**config.mk**
```make
export PLATFORM = sky130hd
export DESIGN_NAME = multicycle_main_fsm
export DESIGN_NICKNAME = d
export VERILOG_FILES = /design/src/rtl/multicycle_main_fsm.sv
export SDC_FILE = /design/constraint.sdc
export NUM_CORES = 1
export LEC_CHECK = 0
export CORE_MARGIN = 4
export CORE_UTILIZATION = 33
export DETAILED_ROUTE_END_ITERATION = 12
export PLACE_DENSITY = 0.79
export SLEW_MARGIN = 20
export SYNTH_ARGS = -nofsm -noshare
export SYNTH_HDL_FRONTEND = slang
export SYNTH_SLANG_ARGS = --single-unit
```
**constraint.sdc**
```tcl
create_clock -name clk -period 1.35 [get_ports clk]
set_input_delay 0.27 -clock clk [delete_from_list [all_inputs] [get_ports clk]]
set_output_delay 0.27 -clock clk [all_outputs]
set_load 0.01 [all_outputs]
```
**src/rtl/multicycle_main_fsm.sv**
```systemverilog
// Main controller for the multicycle ARM core: Moore sequencer over fetch/decode/memory/execute
// phases, plus the data-processing ALU decoder. CondEx gating happens downstream.
module multicycle_main_fsm #(
  parameter logic [3:0] PC_IDX = 4'd15
) (
  input  logic       clk,
  input  logic       Reset,
  input  logic [1:0] Op,
  input  logic [5:0] Funct,
  input  logic [3:0] Rd,
  output logic       IRWrite,
  output logic       AdrSrc,
  output logic       ALUSrcA,
  output logic [1:0] ALUSrcB,
  output logic [1:0] ResultSrc,
  output logic       NextPC,
  output logic       PCS,
  output logic       RegW,
  output logic       MemW,
  output logic [1:0] ALUControl,
  output logic [1:0] FlagW,
  output logic       NoWrite,
  output logic [3:0] State
);

  typedef enum logic [3:0] {
    StFetch  = 4'd0,
    StDecode = 4'd1,
    StMemAdr = 4'd2,
    StMemRd  = 4'd3,
    StMemWb  = 4'd4,
    StMemWr  = 4'd5,
    StExecR  = 4'd6,
    StExecI  = 4'd7,
    StAluWb  = 4'd8,
    StBranch = 4'd9
  } state_e;

  state_e     state_q, state_d;
  logic       nowrite_q, nowrite_d;

  logic       ir_write, next_pc, reg_w, mem_w, branch, alu_op;
  logic       is_cmp;
  logic [1:0] flag_w;

  always_ff @(posedge clk or negedge Reset) begin
    if (!Reset) begin
      state_q   <= StFetch;
      nowrite_q <= 1'b0;
    end else begin
      state_q   <= state_d;
      nowrite_q <= nowrite_d;
    end
  end

  // Sequencer: next state plus the Moore datapath controls.
  always_comb begin
    state_d   = StFetch;
    ir_write  = 1'b0;
    next_pc   = 1'b0;
    reg_w     = 1'b0;
    mem_w     = 1'b0;
    branch    = 1'b0;
    alu_op    = 1'b0;
    AdrSrc    = 1'b0;
    ALUSrcA   = 1'b0;
    ALUSrcB   = 2'b00;
    ResultSrc = 2'b00;
    case (state_q)
      StFetch: begin
        ALUSrcA   = 1'b1;
        ALUSrcB   = 2'b10;
        ResultSrc = 2'b10;
        ir_write  = 1'b1;
        next_pc   = 1'b1;
        state_d   = StDecode;
      end
      StDecode: begin
        ALUSrcA   = 1'b1;
        ALUSrcB   = 2'b10;
        ResultSrc = 2'b10;
        case (Op)
          2'b00:   state_d = Funct[5] ? StExecI : StExecR;
          2'b01:   state_d = StMemAdr;
          2'b10:   state_d = StBranch;
          default: state_d = StFetch;
        endcase
      end
      StMemAdr: begin
        ALUSrcB = 2'b01;
        state_d = Funct[0] ? StMemRd : StMemWr;
      end
      StMemRd: begin
        AdrSrc  = 1'b1;
        state_d = StMemWb;
      end
      StMemWb: begin
        ResultSrc = 2'b01;
        reg_w     = 1'b1;
      end
      StMemWr: begin
        AdrSrc = 1'b1;
        mem_w  = 1'b1;
      end
      StExecR: begin
        alu_op  = 1'b1;
        state_d = StAluWb;
      end
      StExecI: begin
        ALUSrcB = 2'b01;
        alu_op  = 1'b1;
        state_d = StAluWb;
      end
      StAluWb: begin
        reg_w = 1'b1;
      end
      StBranch: begin
        ALUSrcB   = 2'b01;
        ResultSrc = 2'b10;
        branch    = 1'b1;
      end
      default: state_d = StFetch;
    endcase
  end

  // ALU decoder; only active while executing a data-processing instruction.
  always_comb begin
    ALUControl = 2'b00;
    flag_w     = 2'b00;
    is_cmp     = 1'b0;
    if (alu_op) begin
      case (Funct[4:1])
        4'b0100: begin
          ALUControl = 2'b00;
          flag_w     = {Funct[0], Funct[0]};
        end
        4'b0010: begin
          ALUControl = 2'b01;
          flag_w     = {Funct[0], Funct[0]};
        end
        4'b0000: begin
          ALUControl = 2'b10;
          flag_w     = {Funct[0], 1'b0};
        end
        4'b1100: begin
          ALUControl = 2'b11;
          flag_w     = {Funct[0], 1'b0};
        end
        4'b1010: begin
          ALUControl = 2'b01;
          flag_w     = 2'b11;
          is_cmp     = 1'b1;
        end
        default: begin
          ALUControl = 2'b00;
          flag_w     = 2'b00;
        end
      endcase
    end
  end

  // Latched at the end of execute so ALUWB still sees it; naturally zero again by FETCH.
  assign nowrite_d = is_cmp;
  assign NoWrite   = is_cmp | ((state_q == StAluWb) & nowrite_q);

  // Write enables are gated directly by Reset so nothing commits while it is held low.
  assign IRWrite = ir_write & Reset;
  assign NextPC  = next_pc & Reset;
  assign RegW    = reg_w & Reset;
  assign MemW    = mem_w & Reset;
  assign FlagW   = flag_w & {2{Reset}};
  assign PCS     = (branch | (reg_w & (Rd == PC_IDX))) & Reset;
  assign State   = state_q;

endmodule
```
==> results of run 1 <==
==> critical path, stage by stage, from the launching register on <==
cell	delay (ns)
dfrtp_2	0.44
and4bb_1	0.32
nand2_2	0.10
a2111oi_4	0.22
buf_2	0.19
==> cell families after synthesis <==
kind of cell / count (synthesis) / synth area share (%)
and+or+nand+nor: 29 / 35.34
DFF: 5 / 26.18
buffers and inverters: 9 / 8.637
xor gates and xnor gates: 3 / 5.498
AOI/OAI and AO/OA: 16 / 24.35
==> layer usage <==
| layer | global-route usage (%) | wire length (µm) | share of wire [%] |
|---|---|---|---|
| met5 | 0 | 0 | 0 |
| met4 | 6.818 | 87 | 3.1 |
| met3 | 2.344 | 266 | 9.5 |
| met2 | 42.31 | 1376 | 49 |
| met1 | 25.83 | 1076 | 38 |
==> layout by cell type, fill, tap and decap left out, types with 2 or more instances in the layout <==
cell and n:
buf_6 12, buf_4 20, nand2b_4 4, clkdlybuf4s50_1 9, clkdlybuf4s15_1 3, buf_2 17, nor3_1 3, inv_1 3
dfrtp_1 2, dlygate4sd2_1 3, dfrtp_2 3, a21oi_1 3, nand2_2 2, nor2_1 2, xor2_1 2, o21ai_0 2
clkbuf_4 3, nor3_2 5
==> final cells by class <==
class	count	share of cell area [%]
repair buffers	64	43.75
inverters	4	1.271
flip-flops and latches	5	10.91
multi-input cells	48	40.25
well taps	15	1.589
clock buffers	4	2.225
==> sequential cells by signal (all words and copies together) (netlist names) <==
signal and flops:
State 4, nowrite_q 1
==> through the flow <==
step	utilization [%]	instance area [µm²]
global placement	74.58	994.7
detailed placement	74.58	994.7
floorplan	-	506.7
CTS	77.30	1031
finish	88.56	1181
global route	88.56	1181
==> worst max-delay path by stage <==
stage	from	to	slack, ns	depth (start not counted)
floorplan	State[3]	ALUControl[1]	-0.07	3
global placement	Funct[3]	FlagW[1]	-0.77	4
detailed placement	Funct[3]	FlagW[1]	-0.87	4
CTS	State[3]	ALUControl[1]	-0.36	4
global route	State[3]	FlagW[1]	-0.48	4
finish	State[3]	FlagW[1]	-0.42	4
==> power groups by stage <==
stage / sequential, mW / clock, mW / combinational, mW
floorplan: 0.273 / 0 / 0.581
global placement: 0.286 / 0 / 1.30
detailed placement: 0.282 / 0 / 1.34
CTS: 0.272 / 0.177 / 1.39
global route: 0.314 / 0.185 / 1.92
finish: 0.307 / 0.174 / 1.83
==> repair_timing <==
item                                    in CTS  in global routing
endpoints found under the setup margin      20                 20
pin swaps                                    3                 10
buffers inserted                             5                  6
gates cloned                                 0                  0
resized for setup                           92                 32
==> metrics.yaml, run 1 <==
synthesis:
  ys_types: 30
  yosysMostFrequentCell: "nor3_1"
  synth_top_area_cell: "dfrtp_1"
  yosys-top-cells-area: "dfrtp_1 (26%), nor3_1 (9.4%), nand2b_1 (5.2%), a21oi_1 (4.2%), nor2b_1 (3.9%)"
  synth_common_cells: "nor3_1 (9), dfrtp_1 (5), a21oi_1 (4), nand2b_1 (4), nor2_1 (4)"
  synth.net_count: 76
  synth-edff-count: 0
  syn_inst: 62
  synth_area_um2: 478.0
  synth.top_cell.area_share_pct: 26.18
  synth-seq-cells: 5
  yosysWarnings: 0
  avgSynthCellArea_um2: 7.709
  synth-main-ff-cell: "dfrtp_1"
  ys_async_sr_fraction_pct: 100.0
  yosysSeqAreaShare_pct: 26.18
placed_design:
  globalplace.congestion: 0.7513
  dp_hpwl_um: 1545
  place_ws_ns: -0.8650
  placed_cells: 127
  io_buffers: 33
sta:
  worst_pin_slew_ns: 0.3504
  finalSetupViolCount: 19
  fmaxAchievable_ghz: 0.5637
  post-route-period-util_pct: 131.4
  fin_crit_ns: 1.774
  layout_setup_ws_ns: -0.4239
  holdWs_ns: 0.5114
  slew_headroom_pct: 76.64
  finalMaxSlewViolations: 0
  clock_skew_ns: 0.003435
  hold_viol_final: 0
  final.setup.tns_ns: -4.794
  rsz0062_at_grt: "true"
critical_path:
  critPathKind: "flip-flop to output pin"
  path_max_fanout: 5
  r2r-start: "State[1]"
  start_kind: "flip-flop"
  critPathArrivalTime_ns: 1.50
  rrSetupSlack_ns: -0.06
  cp.required_ns: 1.08
  setup.worst_path.end_class: "output pin"
  rr_worst_depth: 6
  r2r-end: "State[1]"
clock_network:
  cts_max_path_buffers: 2
  cts_root_buf: "clkbuf_4"
  numCtsBuffers: 3
  clkLatencyLatePin_ns: 0.24
  htreeDepth: 1
  cts_tree: "done"
  clk_pin_slew_ns: 0.05
  cts_num_sinks: 5
  cts_hold_buffers: 0
power_and_ir_drop:
  p_int_mw: 1.284
  leakagePower_nw: 0.5474
  seqPwrFrac_pct: 13.3
  p_total_mw: 2.313
  power_density_nw_per_um2: 1958
  switching_share_pct: 44.47
  switchingPower_mw: 1.029
  p_clk_share_pct: 7.5
  combPwrFrac_pct: 79.2
  ir_drop_mv: 1.488
floorplanning:
  dieArea_um2: 2121
  row_count: 13
  ios: 34
  coreArea_um2: 1334
  fp.dieH_um: 46.06
  dieWidth_um: 46.06
  start_util_pct: 35.83
global_route:
  antenna_found_initial: 0
  grt_pass1_wl_um: 3450
  grt_pass1_vias: 781
  grt_max_degree: 11
  grtUsageTotal_pct: 22.43
  gr-total-overflow: 0
min_path:
  hp-class: "input port to asynchronous set/reset pin"
layout:
  area_growth_pct: 147.1
  seq_area_um2: 128.9
  fin_nets: 140
  fillers: 66
  diodes: 0
  stdcell_count: 140
  multi_input_area_um2: 475.5
  final_layout_size_suffix_gt1_share_pct: 66.40
outcome:
  violations: "setup timing"
  status: "complete, but fails checks"
route:
  drt_iter0_markers: 11
  vias: 780
  wl_per_cell_um: 20.04
  wl_um: 2806
  vias_per_cell: 5.571
  final_antenna_net_count: 0
  drc: 0
  drt-pass1-iter-count: 4
job:
  cap_violations: 0
No activity file was read; power rests on OpenSTA's default activity.
==> run 2: changes to the inputs <==
--- a/config.mk
+++ b/config.mk
@@ -6,9 +6,9 @@
 export NUM_CORES = 1
 export LEC_CHECK = 0
 export CORE_MARGIN = 4
-export CORE_UTILIZATION = 33
+export CORE_UTILIZATION = 30
 export DETAILED_ROUTE_END_ITERATION = 12
-export PLACE_DENSITY = 0.79
+export PLACE_DENSITY = 0.76
 export SLEW_MARGIN = 20
 export SYNTH_ARGS = -nofsm -noshare
 export SYNTH_HDL_FRONTEND = slang
==> constraint.sdc (replaced) <==
create_clock -name clk -period 1.5 [get_ports clk]
set_input_delay 0.3 -clock clk [delete_from_list [all_inputs] [get_ports clk]]
set_output_delay 0.3 -clock clk [all_outputs]
set_load 0.01 [all_outputs]
==> metrics.yaml, run 2 (synthesis gave the netlist of run 1 again) <==
clock_network:
  cts_root_buf: "clkbuf_4"
  numCtsBuffers: 3
  cts_num_sinks: 5
  cts_hold_buffers: 0
  cts_max_path_buffers: 2
  clkLatencyLatePin_ns: 0.24
  cts_tree: "done"
  clk_pin_slew_ns: 0.05
  htreeDepth: 1
critical_path:
  critPathKind: "flip-flop to output pin"
  r2r-start: "State[1]"
  setup.worst_path.end_class: "output pin"
  start_kind: "flip-flop"
  cp-startpoint: "State[3]"
  critPathArrivalTime_ns: 1.48
  path_max_fanout: 5
  cp.required_ns: 1.20
power_and_ir_drop:
  power_density_nw_per_um2: 1739
  leakagePower_nw: 0.5658
  p_clk_share_pct: 7.7
  ir_drop_mv: 1.147
  combPwrFrac_pct: 80.1
  seqPwrFrac_pct: 12.3
  switching_share_pct: 42.13
  p_int_mw: 1.196
  switchingPower_uw: 870.9
route:
  drc: 0
  drt-pass1-iter-count: 4
  vias_per_cell: 5.269
  vias: 764
  drt_iter0_markers: 10
  final_antenna_net_count: 0
  wl_um: 2407
  wl_per_cell_um: 16.60
layout:
  final_layout_size_suffix_gt1_share_pct: 65.12
  largest_register_ffs: 4
  multi_input_area_um2: 451.7
  final_common_cell: "buf_4"
  area_growth_pct: 148.7
  diodes: 0
  seq_area_um2: 128.9
  fin_nets: 144
  fillers: 93
  mostFrequentLayoutCells: "buf_4 (23), buf_2 (16), buf_6 (10)"
floorplanning:
  coreArea_um2: 1506
  ios: 34
  start_util_pct: 31.73
  row_count: 14
  dieWidth_um: 47.92
  dieArea_um2: 2296
  fp.dieH_um: 47.92
placed_design:
  globalplace.congestion: 0.7660
  io_buffers: 33
  place_ws_ns: -0.8196
  dp_hpwl_um: 1379
sta:
  hold_viol_final: 0
  post-route-period-util_pct: 118.7
  worst_pin_slew_ns: 0.3576
  rsz0062_at_grt: "true"
  slew_headroom_pct: 76.11
  fin_crit_ns: 1.781
  clock_skew_ns: 0.006035
  fmaxAchievable_ghz: 0.5616
  finalMaxSlewViolations: 0
  finalSetupViolCount: 16
  layout_setup_ws_ns: -0.2806
  holdWs_ns: 0.02544
job:
  cap_violations: 0
global_route:
  antenna_found_initial: 0
  grt_pass1_vias: 678
  grt_max_degree: 12
  grtUsageTotal_pct: 19.22
  gr-total-overflow: 0
  grt_pass1_wl_um: 3029
min_path:
  hp-class: "input port to asynchronous set/reset pin"
outcome:
  violations: "setup timing"
  status: "complete, but fails checks"
run 2: final cells by class:
type                            count  area share, %
Timing Repair Buffer               68          46.00
Multi-Input combinational cell     48          38.00
Sequential cell                     5          10.84
Clock buffer                        4          2.211
Tap cell                           16          1.684
Inverter                            4          1.263
run 2: critical path, stage by stage (launching register included):
cell	delay [ns]
dfrtp_2	0.44
buf_6	0.14
nand2b_4	0.14
o21ai_2	0.14
nor4b_2	0.22
buf_2	0.17
run 2: worst paths after layout:
path	to	slack (ns)	cells after the start
setup reg to reg	State[1]	0.06	7
min in group clk	State[0]	0.65	2
hold reg to reg	State[0]	0.65	2
max in group asynchronous	State[0]	1.11	2
setup / recovery	PCS	-0.28	5
hold / removal	nowrite_q	0.03	1
run 2: power groups by stage:
stage | clock, mW | sequential, mW | combinational [mW]
after floorplan | 0 | 0.245 | 0.516
after global placement | 0 | 0.248 | 1.15
after detailed placement | 0 | 0.248 | 1.17
after CTS | 0.159 | 0.241 | 1.26
after global routing | 0.180 | 0.257 | 1.75
final | 0.158 | 0.254 | 1.66
run 2: metal layers:
metal	part of all wire [%]	wire length, µm	track usage (%)	up-vias
met3	6.0	145	3.383	4
li1	-	-	-	365
met5	0	0	0	-
met4	1.5	36	6.452	0
met1	42	1019	23.60	372
met2	50	1207	33.51	23
run 2: through the flow:
stage               total power [mW]  utilization, %  area (µm²)  TNS, ns  cells
finish                         2.067           78.90        1189   -2.744    145
global route                   2.191           78.90        1189   -3.727    145
CTS                            1.658           67.86        1022   -2.830    135
detailed placement             1.415           64.20       967.2   -8.014    125
global placement               1.394           64.20       967.2   -7.541    125
floorplan                     0.7613               -       500.5        0     62
run 2: repair_timing:
item	in CTS	in global routing
pin swaps	5	6
setup endpoints to repair	20	18
setup buffers	6	11
gates resized for setup	89	29
==> run 3: changes to the inputs <==
--- a/config.mk
+++ b/config.mk
@@ -5,6 +5,7 @@
 export SDC_FILE = /design/constraint.sdc
 export NUM_CORES = 1
 export LEC_CHECK = 0
+export ABC_CLOCK_PERIOD_IN_PS = 1500
 export CORE_MARGIN = 4
 export CORE_UTILIZATION = 30
 export DETAILED_ROUTE_END_ITERATION = 12
==> results of run 3 <==
Same layout as run 2: the final DEF is identical, and so are final timing and power.
==> variant 1: new RTL, flow settings as in run 3 <==
Put a register stage on the output `ALUSrcB`, without a reset. The value now appears one clock later. The other outputs are not delayed to match.
--- a/src/rtl/multicycle_main_fsm.sv
+++ b/src/rtl/multicycle_main_fsm.sv
@@ -36,6 +36,8 @@
     StBranch = 4'd9
   } state_e;
 
+  logic [1:0] ALUSrcB_d;
+
   state_e     state_q, state_d;
   logic       nowrite_q, nowrite_d;
 
@@ -64,12 +66,12 @@
     alu_op    = 1'b0;
     AdrSrc    = 1'b0;
     ALUSrcA   = 1'b0;
-    ALUSrcB   = 2'b00;
+    ALUSrcB_d = 2'b00;
     ResultSrc = 2'b00;
     case (state_q)
       StFetch: begin
         ALUSrcA   = 1'b1;
-        ALUSrcB   = 2'b10;
+        ALUSrcB_d = 2'b10;
         ResultSrc = 2'b10;
         ir_write  = 1'b1;
         next_pc   = 1'b1;
@@ -77,7 +79,7 @@
       end
       StDecode: begin
         ALUSrcA   = 1'b1;
-        ALUSrcB   = 2'b10;
+        ALUSrcB_d = 2'b10;
         ResultSrc = 2'b10;
         case (Op)
           2'b00:   state_d = Funct[5] ? StExecI : StExecR;
@@ -87,7 +89,7 @@
         endcase
       end
       StMemAdr: begin
-        ALUSrcB = 2'b01;
+        ALUSrcB_d = 2'b01;
         state_d = Funct[0] ? StMemRd : StMemWr;
       end
       StMemRd: begin
@@ -107,7 +109,7 @@
         state_d = StAluWb;
       end
       StExecI: begin
-        ALUSrcB = 2'b01;
+        ALUSrcB_d = 2'b01;
         alu_op  = 1'b1;
         state_d = StAluWb;
       end
@@ -115,7 +117,7 @@
         reg_w = 1'b1;
       end
       StBranch: begin
-        ALUSrcB   = 2'b01;
+        ALUSrcB_d = 2'b01;
         ResultSrc = 2'b10;
         branch    = 1'b1;
       end
@@ -172,4 +174,8 @@
   assign PCS     = (branch | (reg_w & (Rd == PC_IDX))) & Reset;
   assign State   = state_q;
 
+  always_ff @(posedge clk) begin
+    ALUSrcB <= ALUSrcB_d;
+  end
+
 endmodule
Behaviour: not the same (a bounded check fails within 4 cycles, from zero or initial values and one cycle with Reset low).
==> variant 1 against run 3 <==
The run still ends with setup timing left; combinational power increased by 8%; wire length is 0.66% higher; global-route usage down 0.52 points; worst setup slack got worse by 0.018 ns; synthesized area up 8.6%; power increased by 13%; sequential cell count increased by 2; cell area grew 1.6%; critical endpoint is now FlagW[1]; highest routed layer unchanged.
==> variant 1: results (changes against run 3) <==
- The flow ran to the end, but the final reports show violations.
- The final reports fail on setup timing.
- The transition at the pin with the smallest max-transition slack is 0.362 ns (+0.00404 ns).
- The met1 track utilization from global routing was 18.2% (-5.3 points).
- The met1 wire length was 944 um (-7.4%).
- The register share of total power is 15.0% (+2.7 points).
- The post-synthesis instance area was 519 um^2 (+8.6%).
- The proportion of register bits with asynchronous set or reset after synthesis came to 71.4% (-29 points).
- Grouping stages by cell kind, the critical path spends the most delay in simple AND/OR/NAND/NOR gates.
- By count the netlist is led by sky130_fd_sc_hd__nor3_1, sky130_fd_sc_hd__a21oi_1, sky130_fd_sc_hd__dfrtp_1, sky130_fd_sc_hd__nand2b_1.
- The part of the power in the clock network came to 8.3% (+0.6 points).
- The number of global-route vias before repair is 748 (+10%).
- The number of failing setup endpoints in the final timing report was 14 (-2).
- The cell area after placement is 1000 um^2 (+3.8%).
- The worst setup slack for register-to-register paths is 0.09 ns (+0.03 ns).
- The post-placement setup slack is -0.827 ns (-0.00753 ns).
- The area fraction in compound gates after synthesis came to 21.4% (-2.9 points).
- The starting DRC count in detailed routing is 15 (+5).
- The via count is 774 (+1.3%).
- The portion of the post-synthesis area used by sequential elements is 31.8% (+5.6 points).
- The static leakage power is 0.568 nW (+0.41%).
- The total track usage is 18.7% (-0.52 points).
- The met2 demand-to-capacity share in global routing is 35.5% (+2.0 points).
- The largest stage delay on the critical path is 0.42 ns (-0.02 ns).
- The number of buffers inserted to repair setup after CTS is 5 (-1).
- The final worst-path setup slack is -0.299 ns (-0.0183 ns).
- The routed wire length is 2420 um (+0.66%).
- The total half-perimeter wirelength after legalization and detailed placement came to 1430 um (+3.7%).
- The insertion delay of the later-clocked pin in the worst-skew pair is 0.27 ns (+0.03 ns).
- The slowest cell on the critical path is sky130_fd_sc_hd__dfrtp_1.
- The arrival time reported for the critical path endpoint came to 1.50 ns (+0.02 ns).
-- variant 1: final cells by class --
class,instances,area share (%)
clock buffers,4,2.18
inverters,4,1.24
multi-input cells,49,36.8
flip-flops and latches,7,13.9
well taps,16,1.66
repair buffers,66,44.2
-- variant 1: metrics by stage --
stage	power [W]	util, %	setup TNS, ns	hold slack [ns]	std cells
floorplan	0.000890	-	-0.00234	0.00441	65
global placement	0.00160	63.7	-7.09	0.635	128
detailed placement	0.00163	63.7	-7.34	0.633	128
CTS	0.00192	67.7	-2.48	0.140	137
global route	0.00248	76.6	-4.13	0.225	146
finish	0.00234	76.6	-3.18	0.214	146
-- variant 1: how the worst max path moves through the flow --
stage | endpoint | slack (ns)
floorplan | NextPC | -0.002
global placement | FlagW[1] | -0.79
detailed placement | FlagW[1] | -0.83
CTS | FlagW[1] | -0.26
global route | PCS | -0.38
finish | FlagW[1] | -0.30
==> variant 2: new RTL, config.mk and constraints of run 3 <==
Without the edit above. `PC_IDX`: 4'd15 -> 4'd11.
--- a/src/rtl/multicycle_main_fsm.sv
+++ b/src/rtl/multicycle_main_fsm.sv
@@ -1,7 +1,7 @@
 // Main controller for the multicycle ARM core: Moore sequencer over fetch/decode/memory/execute
 // phases, plus the data-processing ALU decoder. CondEx gating happens downstream.
 module multicycle_main_fsm #(
-  parameter logic [3:0] PC_IDX = 4'd15
+  parameter logic [3:0] PC_IDX = 4'd11
 ) (
   input  logic       clk,
   input  logic       Reset,
Check against the original RTL: not equivalent (Yosys sat finds a counterexample within 4 cycles, from zero or initial values and one cycle with Reset low).
==> variant 2 against run 3 <==
The flow still finishes with violations (setup timing); largest cell class unchanged; core utilization up 9.6 points; sequential cell count unchanged; power up 12%; non-clock buffer count up 10; cell area up 12%; critical endpoint is now FlagW[1]; synthesized area down 0.52%; wire length up 31%; worst setup slack worse by 0.066 ns.
==> variant 2: results (changes against run 3) <==
- The flow ran to the end, but the final reports show violations.
- The final reports fail on setup timing.
- The worst clock skew is 0.0143 ns (+0.00826 ns).
- The worst setup slack for register-to-register paths is -0.09 ns (-0.15 ns).
- The arrival time reported for the critical path endpoint came to 1.55 ns (+0.07 ns).
- The worst register-to-register path begins at State[2].
- The cell area after placement is 988 um^2 (+2.2%).
- The starting DRC count in detailed routing came to 17 (+7).
- The global placement routability congestion was 0.805 (+5.1%).
- The portion of the post-synthesis area used by sequential elements is 26.3% (+0.14 points).
- After synthesis, the cell types taking the most area are sky130_fd_sc_hd__dfrtp_1, sky130_fd_sc_hd__nor3_1, sky130_fd_sc_hd__a21oi_1.
- The number of cells traversed by the worst register-to-register path is 8 (+1).
- The largest stage delay on the critical path is 0.42 ns (-0.02 ns).
- The post-placement setup slack is -0.778 ns (+0.0420 ns).
- The number of flip-flops in the largest register is 4 (unchanged).
- The via density per instance came to 5.62 (+6.6%).
- The maximum number of pins on one net before global-route repair came to 10 (-2).
- The area fraction in compound gates after synthesis is 25.3% (+0.92 points).
- The final worst-path setup slack is -0.347 ns (-0.0661 ns).
- The commonest cells after synthesis are sky130_fd_sc_hd__nor3_1, sky130_fd_sc_hd__dfrtp_1, sky130_fd_sc_hd__a21oi_1, sky130_fd_sc_hd__nor2_1.
- The number of failing setup endpoints in the final timing report was 18 (+2).
- The slowest stage of the critical path is the sky130_fd_sc_hd__dfrtp_1 cell.
- The number of nets in the finished design came to 153 (+6.3%).
- The endpoint identified for the worst register-to-register timing path is State[3].
- The total track usage is 26.4% (+7.2 points).
- The static leakage power came to 0.627 nW (+11%).
- The maximum fanout along the worst path is 4 (-1).
- The via count is 865 (+13%).
- The transition at the pin with the smallest max-transition slack is 0.389 ns (+0.0314 ns).
- The final hold slack is 0.118 ns (+0.0921 ns).
- The net count after synthesis was 75 (-1.3%).
[variant 2: changes by cell type in the layout (fill, tap and decap cells not counted), moves of 2 or more]
cell,delta
sky130_fd_sc_hd__buf_4,+2
sky130_fd_sc_hd__nor3_4,+2
sky130_fd_sc_hd__nand2b_4,-2
sky130_fd_sc_hd__buf_6,+9
sky130_fd_sc_hd__o21ai_0,-2
sky130_fd_sc_hd__nor2b_1,+2
sky130_fd_sc_hd__o21ai_1,+2
[variant 2: repair_timing]
| action | CTS | global route |
|---|---|---|
| resized for setup | 112 | 21 |
| setup buffers | 15 | 12 |
| hold buffers | 0 | 0 |
| pin swaps | 6 | 10 |
| setup endpoints to repair | 20 | 20 |
[variant 2: power breakdown]
| part | internal, W | total [W] | switching (W) |
|---|---|---|---|
| clock network | 0.000101 | 0.000160 | 0.0000593 |
| logic | 0.00100 | 0.00188 | 0.000873 |
| registers | 0.000188 | 0.000273 | 0.0000854 |
[variant 2: worst max-delay path by stage]
stage	startpoint	to	slack [ns]	cells after the start
floorplan	State[3]	PCS	-0.07	3
global placement	Funct[1]	FlagW[1]	-0.73	5
detailed placement	Funct[1]	FlagW[1]	-0.78	5
CTS	State[3]	FlagW[1]	-0.32	4
global route	State[3]	FlagW[1]	-0.41	4
finish	State[3]	FlagW[1]	-0.35	4
[variant 2: per-stage QoR]
stage          util [%]  setup TNS (ns)
6_report           88.5           -3.74
5_1_grt            88.5           -4.52
4_1_cts            80.3           -2.11
3_5_place_dp       65.6           -7.87
2_1_floorplan         -         -0.0717
3_3_place_gp       65.6           -7.39
[variant 2: cell families (layout without fill, tap and decap cells)]
kind of cell    Yosys count  count (layout)
simple gates             28              28
xor+xnor                  3               3
compound gates           16              16
buf+inv                   9              86
flops                     5               5
[variant 2: critical path, delay by kind of cell, from the launching register on]
family	cells	cell delay (ns)
buffers and inverters	1	0.19
AO/OA/AOI/OAI	1	0.20
flip-flops	1	0.42
AND/OR/NAND/NOR	2	0.50
[variant 2: per-layer routing]
metal / vias up / GRT usage (%) / wire, um / part of all wire [%]
met3: 16 / 10.2 / 212 / 6.7
li1: 379 / - / - / -
met4: 0 / 9.14 / 125 / 4.0
met2: 42 / 46.7 / 1630 / 52
met5: - / 0 / 0 / 0
met1: 428 / 28.4 / 1190 / 38
[variant 2: area by class of cell]
type,count,area share (%)
multi-input combinational,47,35.7
clock buffer,4,1.97
timing repair buffer,78,50.0
inverter,4,1.13
tap,16,1.50
sequential,5,9.67
